===== src/rtl/sc_point_pkg.sv =====
// Shared types for the point-rotate controller: FSM state encoding,
// shift codes shared with the rotate register, and the direction update rule.
package sc_point_pkg;

  typedef enum logic [2:0] {
    S_INIT  = 3'd0,
    S_LOAD  = 3'd1,
    S_IDLE  = 3'd2,
    S_COUNT = 3'd3,
    S_SHIFT = 3'd4,
    S_PAUSE = 3'd5
  } state_e;

  localparam logic [1:0] SHIFT_HOLD  = 2'b00;
  localparam logic [1:0] SHIFT_LEFT  = 2'b01;
  localparam logic [1:0] SHIFT_RIGHT = 2'b10;

  // One button low alone picks a direction; both or neither keep it.
  function automatic logic [1:0] next_dir(
    input logic       left_n,
    input logic       right_n,
    input logic [1:0] dir
  );
    logic [1:0] res;
    res = dir;
    case ({left_n, right_n})
      2'b01:   res = SHIFT_LEFT;
      2'b10:   res = SHIFT_RIGHT;
      default: res = dir;
    endcase
    return res;
  endfunction

endpackage


===== src/rtl/sc_prescaler_point.sv =====
// Prescaler counter: synchronous clear, enable, terminal-count compare.
// Ports: clk, rst (async high), clr_i, en_i in; tc_o high once count >= TC_VAL.
module sc_prescaler_point #(
  parameter int               WIDTH  = 25,
  parameter logic [WIDTH-1:0] TC_VAL = '0
) (
  input  logic clk,
  input  logic rst,
  input  logic clr_i,
  input  logic en_i,
  output logic tc_o
);

  logic [WIDTH-1:0] count_q, count_d;

  assign tc_o = (count_q >= TC_VAL);

  // Counting stops at the terminal value so a pause taken on the
  // terminal cycle resumes straight into the shift.
  always_comb begin
    count_d = count_q;
    if (clr_i) begin
      count_d = '0;
    end else if (en_i && !tc_o) begin
      count_d = count_q + 1'b1;
    end
  end

  always_ff @(posedge clk or posedge rst) begin
    if (rst) begin
      count_q <= '0;
    end else begin
      count_q <= count_d;
    end
  end

endmodule


===== src/rtl/sc_statemachine_point.sv =====
// Control FSM feeding the point-type rotate register: clear, load, then
// periodic shift commands with start/pause/restart and left/right control.
// Inputs: clock, async high reset, active-low buttons.
// Outputs: clear/load strobes (low), shift code, idle flag (low),
// shift pulse and shift counter.
module sc_statemachine_point
  import sc_point_pkg::*;
#(
  parameter int SHIFT_PERIOD     = 25000000,
  parameter int PRESCALER_WIDTH  = 25,
  parameter int SHIFTCOUNT_WIDTH = 8
) (
  input  logic                        SC_STATEMACHINEPOINT_CLOCK_50,
  input  logic                        SC_STATEMACHINEPOINT_RESET_InHigh,
  input  logic                        SC_STATEMACHINEPOINT_start_InLow,
  input  logic                        SC_STATEMACHINEPOINT_pause_InLow,
  input  logic                        SC_STATEMACHINEPOINT_restart_InLow,
  input  logic                        SC_STATEMACHINEPOINT_left_InLow,
  input  logic                        SC_STATEMACHINEPOINT_right_InLow,
  output logic                        SC_STATEMACHINEPOINT_clear_OutLow,
  output logic                        SC_STATEMACHINEPOINT_load0_OutLow,
  output logic [1:0]                  SC_STATEMACHINEPOINT_shiftselection_Out,
  output logic                        SC_STATEMACHINEPOINT_T0_OutLow,
  output logic                        SC_STATEMACHINEPOINT_upcount_out,
  output logic [SHIFTCOUNT_WIDTH-1:0] SC_STATEMACHINEPOINT_shiftcount_OutBUS
);

  // The shift state itself is one cycle of the period.
  localparam logic [PRESCALER_WIDTH-1:0] TC_VAL =
    PRESCALER_WIDTH'(SHIFT_PERIOD - 2);

  logic clk;
  logic rst;
  logic start_n;
  logic pause_n;
  logic restart_n;

  assign clk       = SC_STATEMACHINEPOINT_CLOCK_50;
  assign rst       = SC_STATEMACHINEPOINT_RESET_InHigh;
  assign start_n   = SC_STATEMACHINEPOINT_start_InLow;
  assign pause_n   = SC_STATEMACHINEPOINT_pause_InLow;
  assign restart_n = SC_STATEMACHINEPOINT_restart_InLow;

  state_e                      state_q, state_d;
  logic [1:0]                  dir_q, dir_d;
  logic [SHIFTCOUNT_WIDTH-1:0] shiftcount_q, shiftcount_d;
  logic                        psc_clr;
  logic                        psc_en;
  logic                        psc_tc;

  assign dir_d = next_dir(SC_STATEMACHINEPOINT_left_InLow,
                          SC_STATEMACHINEPOINT_right_InLow,
                          dir_q);

  assign SC_STATEMACHINEPOINT_shiftcount_OutBUS = shiftcount_q;

  sc_prescaler_point #(
    .WIDTH  (PRESCALER_WIDTH),
    .TC_VAL (TC_VAL)
  ) u_prescaler (
    .clk   (clk),
    .rst   (rst),
    .clr_i (psc_clr),
    .en_i  (psc_en),
    .tc_o  (psc_tc)
  );

  always_comb begin
    state_d      = state_q;
    shiftcount_d = shiftcount_q;
    psc_clr      = 1'b0;
    psc_en       = 1'b0;
    SC_STATEMACHINEPOINT_clear_OutLow       = 1'b1;
    SC_STATEMACHINEPOINT_load0_OutLow       = 1'b1;
    SC_STATEMACHINEPOINT_shiftselection_Out = SHIFT_HOLD;
    SC_STATEMACHINEPOINT_T0_OutLow          = 1'b1;
    SC_STATEMACHINEPOINT_upcount_out        = 1'b0;
    unique case (state_q)
      S_INIT: begin
        SC_STATEMACHINEPOINT_clear_OutLow = 1'b0;
        psc_clr = 1'b1;
        state_d = S_LOAD;
      end
      S_LOAD: begin
        SC_STATEMACHINEPOINT_load0_OutLow = 1'b0;
        psc_clr = 1'b1;
        state_d = S_IDLE;
      end
      S_IDLE: begin
        SC_STATEMACHINEPOINT_T0_OutLow = 1'b0;
        psc_clr = 1'b1;
        if (!start_n) begin
          state_d      = S_COUNT;
          shiftcount_d = '0;
        end
      end
      S_COUNT: begin
        psc_en = 1'b1;
        if (!restart_n) begin
          state_d = S_INIT;
        end else if (!pause_n) begin
          state_d = S_PAUSE;
        end else if (psc_tc) begin
          state_d = S_SHIFT;
          psc_clr = 1'b1;
        end
      end
      S_SHIFT: begin
        SC_STATEMACHINEPOINT_shiftselection_Out = dir_q;
        SC_STATEMACHINEPOINT_upcount_out        = 1'b1;
        shiftcount_d = shiftcount_q + 1'b1;
        psc_clr      = 1'b1;
        state_d      = restart_n ? S_COUNT : S_INIT;
      end
      S_PAUSE: begin
        if (!restart_n) begin
          state_d = S_INIT;
        end else if (pause_n) begin
          state_d = S_COUNT;
        end
      end
      default: begin
        state_d = S_INIT;
      end
    endcase
  end

  always_ff @(posedge clk or posedge rst) begin
    if (rst) begin
      state_q      <= S_INIT;
      dir_q        <= SHIFT_LEFT;
      shiftcount_q <= '0;
    end else begin
      state_q      <= state_d;
      dir_q        <= dir_d;
      shiftcount_q <= shiftcount_d;
    end
  end

endmodule


===== config.mk =====
export PLATFORM = sky130hd
export DESIGN_NAME = sc_statemachine_point
export DESIGN_NICKNAME = d
export VERILOG_FILES = /design/src/rtl/sc_point_pkg.sv /design/src/rtl/sc_prescaler_point.sv /design/src/rtl/sc_statemachine_point.sv
export SDC_FILE = /design/constraint.sdc
export NUM_CORES = 1
export LEC_CHECK = 0
export ABC_AREA = 1
export ABC_CLOCK_PERIOD_IN_PS = 2470
export BUFFER_PORTS_ARGS = -buffer_cell sky130_fd_sc_hd__buf_2
export CORE_ASPECT_RATIO = 1.1
export CORE_MARGIN = 5
export CORE_UTILIZATION = 59
export DETAILED_ROUTE_END_ITERATION = 10
export HOLD_SLACK_MARGIN = 0.12
export PLACE_DENSITY = 0.78
export SLEW_MARGIN = 20
export SYNTH_ARGS = -nofsm -noshare
export SYNTH_HDL_FRONTEND = slang
export SYNTH_SLANG_ARGS = --single-unit

===== constraint.sdc =====
create_clock -name SC_STATEMACHINEPOINT_CLOCK_50 -period 2.47 [get_ports SC_STATEMACHINEPOINT_CLOCK_50]
set_clock_uncertainty 0.1 [all_clocks]
set_input_delay 0.494 -clock SC_STATEMACHINEPOINT_CLOCK_50 [delete_from_list [all_inputs] [get_ports SC_STATEMACHINEPOINT_CLOCK_50]]
set_output_delay 0.494 -clock SC_STATEMACHINEPOINT_CLOCK_50 [all_outputs]
set_load 0.1 [all_outputs]

==> results of run 1 <==
final cells by class:
| class | instances | area [um2] |
|---|---|---|
| multi-input cells | 334 | 1620 |
| fillers | 435 | 1540 |
| clock buffers | 8 | 90.1 |
| flip-flops and latches | 38 | 952 |
| inverters | 69 | 262 |
| well taps | 56 | 70.1 |
| repair buffers | 27 | 160 |
where the power goes:
| group | switching, mW | leakage (nW) | internal, mW |
|---|---|---|---|
| registers | 0.104 | 0.517 | 0.706 |
| clock network | 0.220 | 0.0455 | 0.228 |
| logic | 1.10 | 1.05 | 0.245 |
cells by family after synthesis:
group	count (synthesis)
fa+ha+maj	4
compound gates	18
mux	1
buf+inv	79
simple gates	303
flops	38
xor+xnor	8
metal layers:
| metal | global-route usage (%) | wire length (um) | share of wire (%) |
|---|---|---|---|
| met4 | 7.47 | 182 | 2.5 |
| met3 | 2.81 | 260 | 3.6 |
| met2 | 43.0 | 3680 | 51 |
| met5 | 0 | 0 | 0 |
| met1 | 28.6 | 3030 | 42 |
worst paths after layout:
path,start,end,slack [ps],depth (start not counted)
max reg2reg,u_prescaler.count_q[0],u_prescaler.count_q[5],310,11
min,dir_q[0],dir_q[0],390,2
min in group asynchronous,SC_STATEMACHINEPOINT_RESET_InHigh,SC_STATEMACHINEPOINT_shiftcount_OutBUS[4],680,4
max,state_q[2],SC_STATEMACHINEPOINT_shiftselection_Out[0],150,7
min reg2reg,dir_q[0],dir_q[0],390,2
max in group asynchronous,SC_STATEMACHINEPOINT_RESET_InHigh,u_prescaler.count_q[5],1280,4
worst max-delay path, cell delays in order (launching register included):
cell,delay [ps]
dfrtp_1,400
inv_1,90
nor2_1,90
inv_1,90
nor2_4,250
inv_4,100
nor2_4,100
clkbuf_4,320
registers in the layout, summed over array words and instances (netlist names):
signal,cells
state_q,3
SC_STATEMACHINEPOINT_shiftcount_OutBUS,8
dir_q,2
u_prescaler.count_q,25
per-stage QoR:
step                      std cells  power (mW)
after floorplan                 451        1.91
after global placement          523        2.14
after detailed placement        523        2.15
after CTS                       532        2.60
after global routing            532        2.75
final                           532        2.60
cell usage after synthesis, drive strengths merged:
cell	number	area [um2]
o21ai	8	40.0
a32o	1	10.0
and2	1	6.26
mux2	1	11.3
nand4	37	231
clkbuf	2	7.51
buf	8	55.1
a21boi	1	11.3
dfstp	1	26.3
a21o	1	7.51
and3	1	6.26
nor2	88	368
a211oi	1	7.51
nor3	4	36.3
a21oi	4	20.0
nand3	29	145
nand2	143	554
dfrtp	37	926
ha	4	50.1
xor2	3	26.3
inv	69	259
a22oi	1	12.5
o211ai	1	7.51
xnor2	5	43.8
repair_timing:
action                                  CTS  global route
hold buffers                              1             0
endpoints found under the hold margin     7             0
endpoints found under the setup margin    0             2
gates resized for setup                   0             2
==> key figures, run 1 <==
Status
  • Status: completed

CTS
  • CTS Root Cell: clkbuf_8
  • Postcts setup bufs: 0
  • Num CTS Buffers: 5
  • Clock Latency Late Sink: 290 ps
  • Clk slew on worst S/H paths: roughly 70 ps
  • CTS tree: yes
  • CTS Sinks: 38
  • H-tree depth: 2
  • CTS Buffer Depth: 2

Global route
  • GRT Total Usage: 23.6%
  • Initial antenna violation count: 0
  • Grt ovf: 0
  • First-pass GRT wire length: 12600 um
  • Largest net degree at the start of global routing: 30
  • Vias in the first global route: 2835

Synth
  • Cells after Synth: between 400 and 500
  • Distinct cell type count of the synthesized netlist: 33
  • Synthesized Nets: 462
  • Synthesized area: between 0.002 and 0.003 mm2
  • Syn Area/Cell: 6.36 um2
  • Mux cell area share after synthesis: 0.392%
  • Simple-Gate Fraction of Synth Area: between 40% and 50%
  • Compound-Gate Fraction of Synth Area: 4.06%
  • XOR/XNOR Fraction of Synth Area: 2.44%
  • Post-Synth Adder-Cell Area: 1.74%
  • Main combinational cell family by area after synthesis: simple AND/OR/NAND/NOR gates
  • Synthesized flop and latch total: 38
  • Seq/Total Area, Yosys: 33.2%
  • Synth warnings: 0

Drt
  • DR vias/cell: approximately 5.4
  • Pre-antenna DRT Iters: 4
  • Final antenna-violating net count: 0
  • Initial DRC Count: 253
  • Drt wl/cell: approximately 13 um
  • Residual DRC: 0
  • DRT Wirelength: 7150 um
  • Vias: ~2900

Cells and area
  • Post-layout util: 67.2%
  • Share of layout cells above drive strength 1: 12.8%
  • Post-Layout Inst Area: 0.00315 mm2
  • # diodes: 0
  • Commonest non-fill, non-tap cell in the layout: nand2_1
  • Fin nets: 486
  • P&R area growth vs syn: 9.77%
  • Commonest non-fill, non-tap cells in the layout: nand2_1, nor2_1, inv_1, dfrtp_1, nand4_1

Hold path
  • Worst min path class: flip-flop to flip-flop

STA
  • Max Freq: 432 MHz
  • Hold Vio Cnt, Final: 0
  • Final setup margin: 155 ps
  • Slew Limit Fails: 0
  • RSZ-0062 raised after global routing: no
  • Hold Slack: 392 ps
  • Worst rel slew slack: 65.7%
  • Fin crit period: 2320 ps
  • Final worst path period share: 93.7%
  • Worst slew pin tran: 512 ps
  • Setup TNS: 0 ps
  • Final setup fails: 0

Placed design
  • Area after DPL: 0.00304 mm2
  • Setup WS pre-CTS: approximately 350 ps
  • Routability cong.: a little over 1
  • DP Wirelength: 5470 um
  • Port Buffers: 20

Worst setup path
  • Arrival time worst endpoint: about 1700 ps
  • Crit Path Category: flip-flop to output pin
  • CP required: 1880 ps
  • Critical path peak fanout: 9
  • CP Launch Type: flip-flop
  • Critical Path End Type: output pin

Power and ir drop
  • VDD IR-drop max: 1.42 mV
  • Leak Pwr: 1.61 nW
  • Pwr Density: approximately 830 mW/mm2

Die
  • Chip height: approximately 83 um
  • Initial Utilization: between 60% and 70%
  • DIE WIDTH: around 76 um
  • Core outline area: 0.00468 mm2
  • FP Rows: 26
  • Die area: 0.00636 mm2
  • Top Ports: 21

Run
  • Max_cap viols: 0
(Power assumes the default switching activity.)
==> inputs of run 2 (changes only) <==
- ABC_CLOCK_PERIOD_IN_PS: 2470 -> 2130
- CORE_UTILIZATION: 59 -> 30
- PLACE_DENSITY: 0.78 -> unset
- clock period: 2.47 -> 2.13 ns (I/O delays scaled with it)
==> run 2 against run 1 <==
Net effect:
- die area grew 83%
- critical path type unchanged
- sequential power is 17% higher
- sequential share of layout area fell by 1.8 points
- count of clock-buffer cells in the layout fell by 3
- first-iteration DRC count shrank 45%
- global-route usage decreased by 9.3 points
- cell area increased by 6.6%
- critical path depth unchanged
- combinational power grew 21%
==> key figures, run 2 (same netlist as run 1, synthesis figures left out) <==
Cells and area
  • Share of layout cells above drive strength 1: 15.7%
  • Fin nets: 493
  • P&R area growth vs syn: 17.0%
  • Commonest non-fill, non-tap cell in the layout: nand2_1
  • # diodes: 0
  • Commonest non-fill, non-tap cells in the layout: nand2_1, nor2_1, inv_1, nand4_1, dfrtp_1
  • Biggest register: u_prescaler.count_q
  • Post-layout util: 35.9%
  • Max FFs per register: 25
  • Fillers: 1026

Worst setup path
  • Critical path peak fanout: 6
  • Critical Path End Type: output pin
  • CP cell instances: inv_2, nor2_1, inv_1, nor2_4, inv_4, nor2_4, buf_12
  • Crit Path Category: flip-flop to output pin
  • Critical-path top delay cell: dfrtp_1
  • CP Launch Type: flip-flop
  • Slowest stage delay, CP: between 400 and 500 ps
  • Worst path bufs/invs: 4
  • Arrival time worst endpoint: approximately 1500 ps
  • CP top delay family: flip-flops
  • CP required: 1600 ps
  • CP most frequent cell: nor2_4

Power and ir drop
  • VDD IR-drop max: 0.918 mV
  • Sw power: roughly 1.7 mW
  • Leak Pwr: 1.66 nW
  • P_int: 1.48 mW
  • Comb power frac: 50.7%
  • Pwr Density: roughly 950 mW/mm2
  • Sw Share: between 50% and 60%
  • Total chip power: 3.20 mW
  • Reg power frac: ~30%
  • Clock share of power: 19.6%

Die
  • DIE WIDTH: 103 um
  • Top Ports: 21
  • FP Rows: 37
  • Initial Utilization: between 30 and 40%
  • Core outline area: 0.00935 mm2
  • Chip height: 113 um
  • Die area: 0.0116 mm2

STA
  • Worst slew pin tran: 501 ps
  • Final setup fails: 0
  • Max Freq: between 400 and 500 MHz
  • Setup TNS: 0 ps
  • Final worst path period share: between 90 and 100%
  • Hold Vio Cnt, Final: 0
  • Fin crit period: 2010 ps
  • Hold Slack: around 120 ps
  • RSZ-0062 raised after global routing: yes
  • Worst rel slew slack: 66.6%
  • Slew Limit Fails: 0

Global route
  • Largest net degree at the start of global routing: 39
  • Grt ovf: 0
  • Vias in the first global route: 2983
  • GRT Total Usage: between 10% and 20%
  • Initial antenna violation count: 0
  • First-pass GRT wire length: 13400 um

Drt
  • DRT Wirelength: 7710 um
  • DR vias/cell: just under 5
  • Initial DRC Count: 138
  • Vias: 2908
  • Residual DRC: 0
  • Drt wl/cell: between 10 and 15 um
  • Final antenna-violating net count: 0
  • Pre-antenna DRT Iters: 4

Run
  • Max_cap viols: 0

Hold path
  • Worst min path class: input port to async pin

CTS
  • CTS Buffer Depth: 2
  • CTS tree: yes
  • Post-CTS Hold Buffers: 0
  • CTS Sinks: 38
  • H-tree depth: 2
  • Num CTS Buffers: 5
  • Clock Latency Late Sink: around 300 ps
  • CTS Root Cell: clkbuf_8
  • Clk slew on worst S/H paths: 80 ps

Placed design
  • Port Buffers: 20
  • DP Wirelength: 5880 um
  • Routability cong.: 0.969

Status
  • Status: completed
==> run 2: cell count changes in the layout (fill, tap and decap cells not counted), sizes merged <==
cell / change
clkinvlp: +2
dlygate4sd3: -1
bufinv: +1
clkbuf: -5
buf: +10
==> run 2: stage by stage <==
step	cells	worst slack (ps)	cell area (um2)
2_1_floorplan	451	-249	2890
3_3_place_gp	588	182	3200
3_5_place_dp	588	112	3200
4_1_cts	597	90.3	3320
5_1_grt	600	-43.1	3360
6_report	600	115	3360
==> run 2: final cells by class <==
type / count / area [um2] / share of cell area [%]
Multi-Input combinational cell: 334 / 1630 / 48.4
Sequential cell: 38 / 955 / 28.4
Inverter: 69 / 262 / 7.79
Timing Repair Buffer: 34 / 254 / 7.57
Tap cell: 117 / 146 / 4.36
Clock buffer: 5 / 68.8 / 2.05
Clock inverter: 3 / 45.0 / 1.34
==> run 2: worst min-delay path: cells and delay by family <==
kind	cells	cell delay [ps]
buffers and inverters	3	540
==> run 2: path summary, 6_finish.rpt <==
path	from	end	slack, ps	depth (start not counted)
hold reg to reg	dir_q[0]	dir_q[0]	390	2
min in group SC_STATEMACHINEPOINT_CLOCK_50	SC_STATEMACHINEPOINT_restart_InLow	state_q[2]	310	3
max in group asynchronous	SC_STATEMACHINEPOINT_RESET_InHigh	dir_q[0]	1430	3
setup / recovery	state_q[2]	SC_STATEMACHINEPOINT_shiftselection_Out[0]	120	7
setup reg to reg	u_prescaler.count_q[24]	u_prescaler.count_q[18]	170	12
hold / removal	SC_STATEMACHINEPOINT_RESET_InHigh	SC_STATEMACHINEPOINT_shiftcount_OutBUS[6]	120	3
==> run 2: power by group through the flow <==
stage / Combinational [mW] / Sequential (mW) / Clock, mW
after floorplan: 0.942 / 1.27 / 0
after global placement: 1.58 / 0.955 / 0
after detailed placement: 1.61 / 0.959 / 0
after CTS: 1.62 / 0.948 / 0.646
after global routing: 1.75 / 0.966 / 0.678
final: 1.62 / 0.951 / 0.628
==> run 2: per-layer routing <==
layer | share of wire, % | wire length [um] | global-route usage (%) | vias up
met4 | 3.5 | 269 | 5.87 | 0
met5 | 0 | 0 | 0 | -
li1 | - | - | - | 1487
met3 | 4.5 | 344 | 2.98 | 21
met1 | 42 | 3230 | 16.6 | 1329
met2 | 50 | 3870 | 25.0 | 71
==> run 2: timing repair <==
| item | 4_1_cts | 5_1_grt |
|---|---|---|
| endpoints found under the setup margin | 2 | 20 |
| resized for setup | 0 | 4 |
| cloned | 0 | 0 |
| setup buffers | 1 | 3 |
| pin swaps | 1 | 1 |
==> inputs of run 3 (changes only) <==
- CELL_PAD_IN_SITES_DETAIL_PLACEMENT: unset -> 0
- CELL_PAD_IN_SITES_GLOBAL_PLACEMENT: unset -> 1
- PLACE_DENSITY_LB_ADDON: unset -> 0.1
==> run 3 against run 2 <==
Net effect:
- cell count increased by 0.33%
- setup slack got worse by 33 ps
- cell area increased by 0.52%
- combinational power about the same
- first-iteration DRC count decreased by 26%
- register-to-register slack about the same
- sequential cell count unchanged
- non-clock buffer count increased by 2
- utilization increased by 0.19 points
- die area unchanged
- maximum frequency decreased by 1.6%
- critical endpoint unchanged
- largest power group unchanged
- highest routed layer unchanged
==> key figures, run 3 (same netlist as run 1, synthesis figures left out) <==
Cells and area
  • # diodes: 0
  • Max FFs per register: 25
  • Share of layout cells above drive strength 1: 15.9%
  • Commonest non-fill, non-tap cells in the layout: nand2_1, nor2_1, inv_1, nand4_1, dfrtp_1
  • Post-Layout Inst Area: ~0.0034 mm2
  • Fin nets: 495
  • Biggest register: u_prescaler.count_q
  • P&R area growth vs syn: 17.6%
  • Commonest non-fill, non-tap cell in the layout: nand2_1
  • Post-layout util: 36.1%

STA
  • Slew Limit Fails: 0
  • Final setup margin: 81.6 ps
  • Worst slew pin tran: 489 ps
  • Max Freq: slightly below 500 MHz
  • Fin crit period: 2050 ps
  • Hold Vio Cnt, Final: 0
  • Worst rel slew slack: 67.6%
  • Final setup fails: 0
  • Final worst path period share: 96.2%
  • Setup TNS: 0 ps
  • RSZ-0062 raised after global routing: no

Worst setup path
  • Crit Path Category: flip-flop to output pin
  • R2R setup slack: 160 ps
  • Worst setup endpoint: SC_STATEMACHINEPOINT_shiftselection_Out[0]
  • Critical Path End Type: output pin
  • Beginning of the worst register-to-register path: u_prescaler.count_q[20]
  • Critical path peak fanout: 6
  • Arrival time worst endpoint: about 1500 ps
  • CP required: 1600 ps
  • RR Endpoint: u_prescaler.count_q[14]
  • Critical Path Start: state_q[1]
  • FF-to-FF path depth: 12
  • CP Launch Type: flip-flop

Drt
  • DRT Wirelength: 8940 um
  • Pre-antenna DRT Iters: 4
  • Drt wl/cell: 14.9 um
  • Vias: around 2900
  • Final antenna-violating net count: 0
  • Residual DRC: 0
  • Initial DRC Count: 102
  • DR vias/cell: 4.85

Placed design
  • Area after DPL: 0.00324 mm2
  • Setup WS pre-CTS: around 160 ps
  • Routability cong.: roughly 0.84
  • DP Wirelength: between 6000 and 7000 um
  • Port Buffers: 20

Power and ir drop
  • Sw Share: 55.0%
  • Pwr Density: around 940 mW/mm2
  • P_int: 1.42 mW
  • Reg power frac: 29.9%
  • Total chip power: 3.16 mW
  • VDD IR-drop max: 0.927 mV
  • Leak Pwr: 1.68 nW
  • Sw power: 1.74 mW
  • Clock share of power: 17.8%
  • Comb power frac: 52.2%

CTS
  • Num CTS Buffers: 5
  • CTS Sinks: 38
  • CTS Root Cell: clkbuf_8
  • Clock Latency Late Sink: 300 ps
  • CTS Buffer Depth: 2
  • CTS tree: yes
  • Clk slew on worst S/H paths: about 90 ps
  • H-tree depth: 2

Die
  • Initial Utilization: 30.7%
  • DIE WIDTH: 103 um
  • Core outline area: 0.00935 mm2
  • Die area: 0.0116 mm2
  • Top Ports: 21
  • Chip height: 113 um
  • FP Rows: 37

Status
  • Status: completed

Hold path
  • Worst min path class: input port to flip-flop
  • Worst hold start: SC_STATEMACHINEPOINT_restart_InLow
  • WHS Path Cells: 3

Global route
  • First-pass GRT wire length: 14900 um
  • Grt ovf: 0
  • Vias in the first global route: 2936
  • Initial antenna violation count: 0
  • GRT Total Usage: between 10% and 20%
  • Largest net degree at the start of global routing: 30

Run
  • Max_cap viols: 0
[run 3: area by class of cell]
class	instances	area, um2
timing repair buffer	36	284
sequential	38	956
inverter	69	262
fill	1098	5980
clock buffer	6	82.6
clock inverter	2	12.5
tap	117	146
multi-input combinational	334	1630
[run 3: through the flow]
| step | hold slack (ps) | std cells |
|---|---|---|
| after global routing | 326 | 602 |
| after global placement | 368 | 592 |
| final | 302 | 602 |
| after CTS | 301 | 602 |
| after detailed placement | 374 | 592 |
| after floorplan | 358 | 451 |
[run 3: worst max-delay path: stages, from the launching register on]
cell	delay (ps)
dfrtp_1	450
nor2_1	120
inv_1	90
nor2_4	160
inv_4	80
nor2_4	130
buf_12	180
[run 3: power groups by stage]
| stage | Combinational (mW) | Clock (mW) | Sequential [mW] |
|---|---|---|---|
| floorplan | 0.942 | 0 | 1.27 |
| CTS | 1.64 | 0.578 | 0.943 |
| global route | 1.78 | 0.611 | 0.965 |
| global placement | 1.63 | 0 | 0.957 |
| finish | 1.65 | 0.564 | 0.947 |
| detailed placement | 1.63 | 0 | 0.956 |
[run 3: repair_timing]
| action | 4_1_cts | 5_1_grt |
|---|---|---|
| buffers inserted | 1 | 0 |
| setup endpoints to repair | 2 | 23 |
| pin swaps | 1 | 0 |
| hold buffers | 1 | 0 |
| hold endpoints to repair | 24 | 0 |
| resized for setup | 0 | 5 |
[run 3: per-layer routing]
layer | wire (um) | up-vias | part of all wire [%] | track usage [%]
met5 | 0 | - | 0 | 0
met4 | 158 | 0 | 1.8 | 4.32
met3 | 137 | 13 | 1.5 | 1.99
met2 | 4480 | 48 | 50 | 28.0
met1 | 4170 | 1372 | 47 | 21.3
li1 | - | 1488 | - | -
[run 3: worst min path at each step]
stage / to
final: state_q[2]
after global placement: dir_q[0]
after global routing: state_q[2]
after CTS: state_q[2]
after detailed placement: dir_q[0]
after floorplan: dir_q[0]
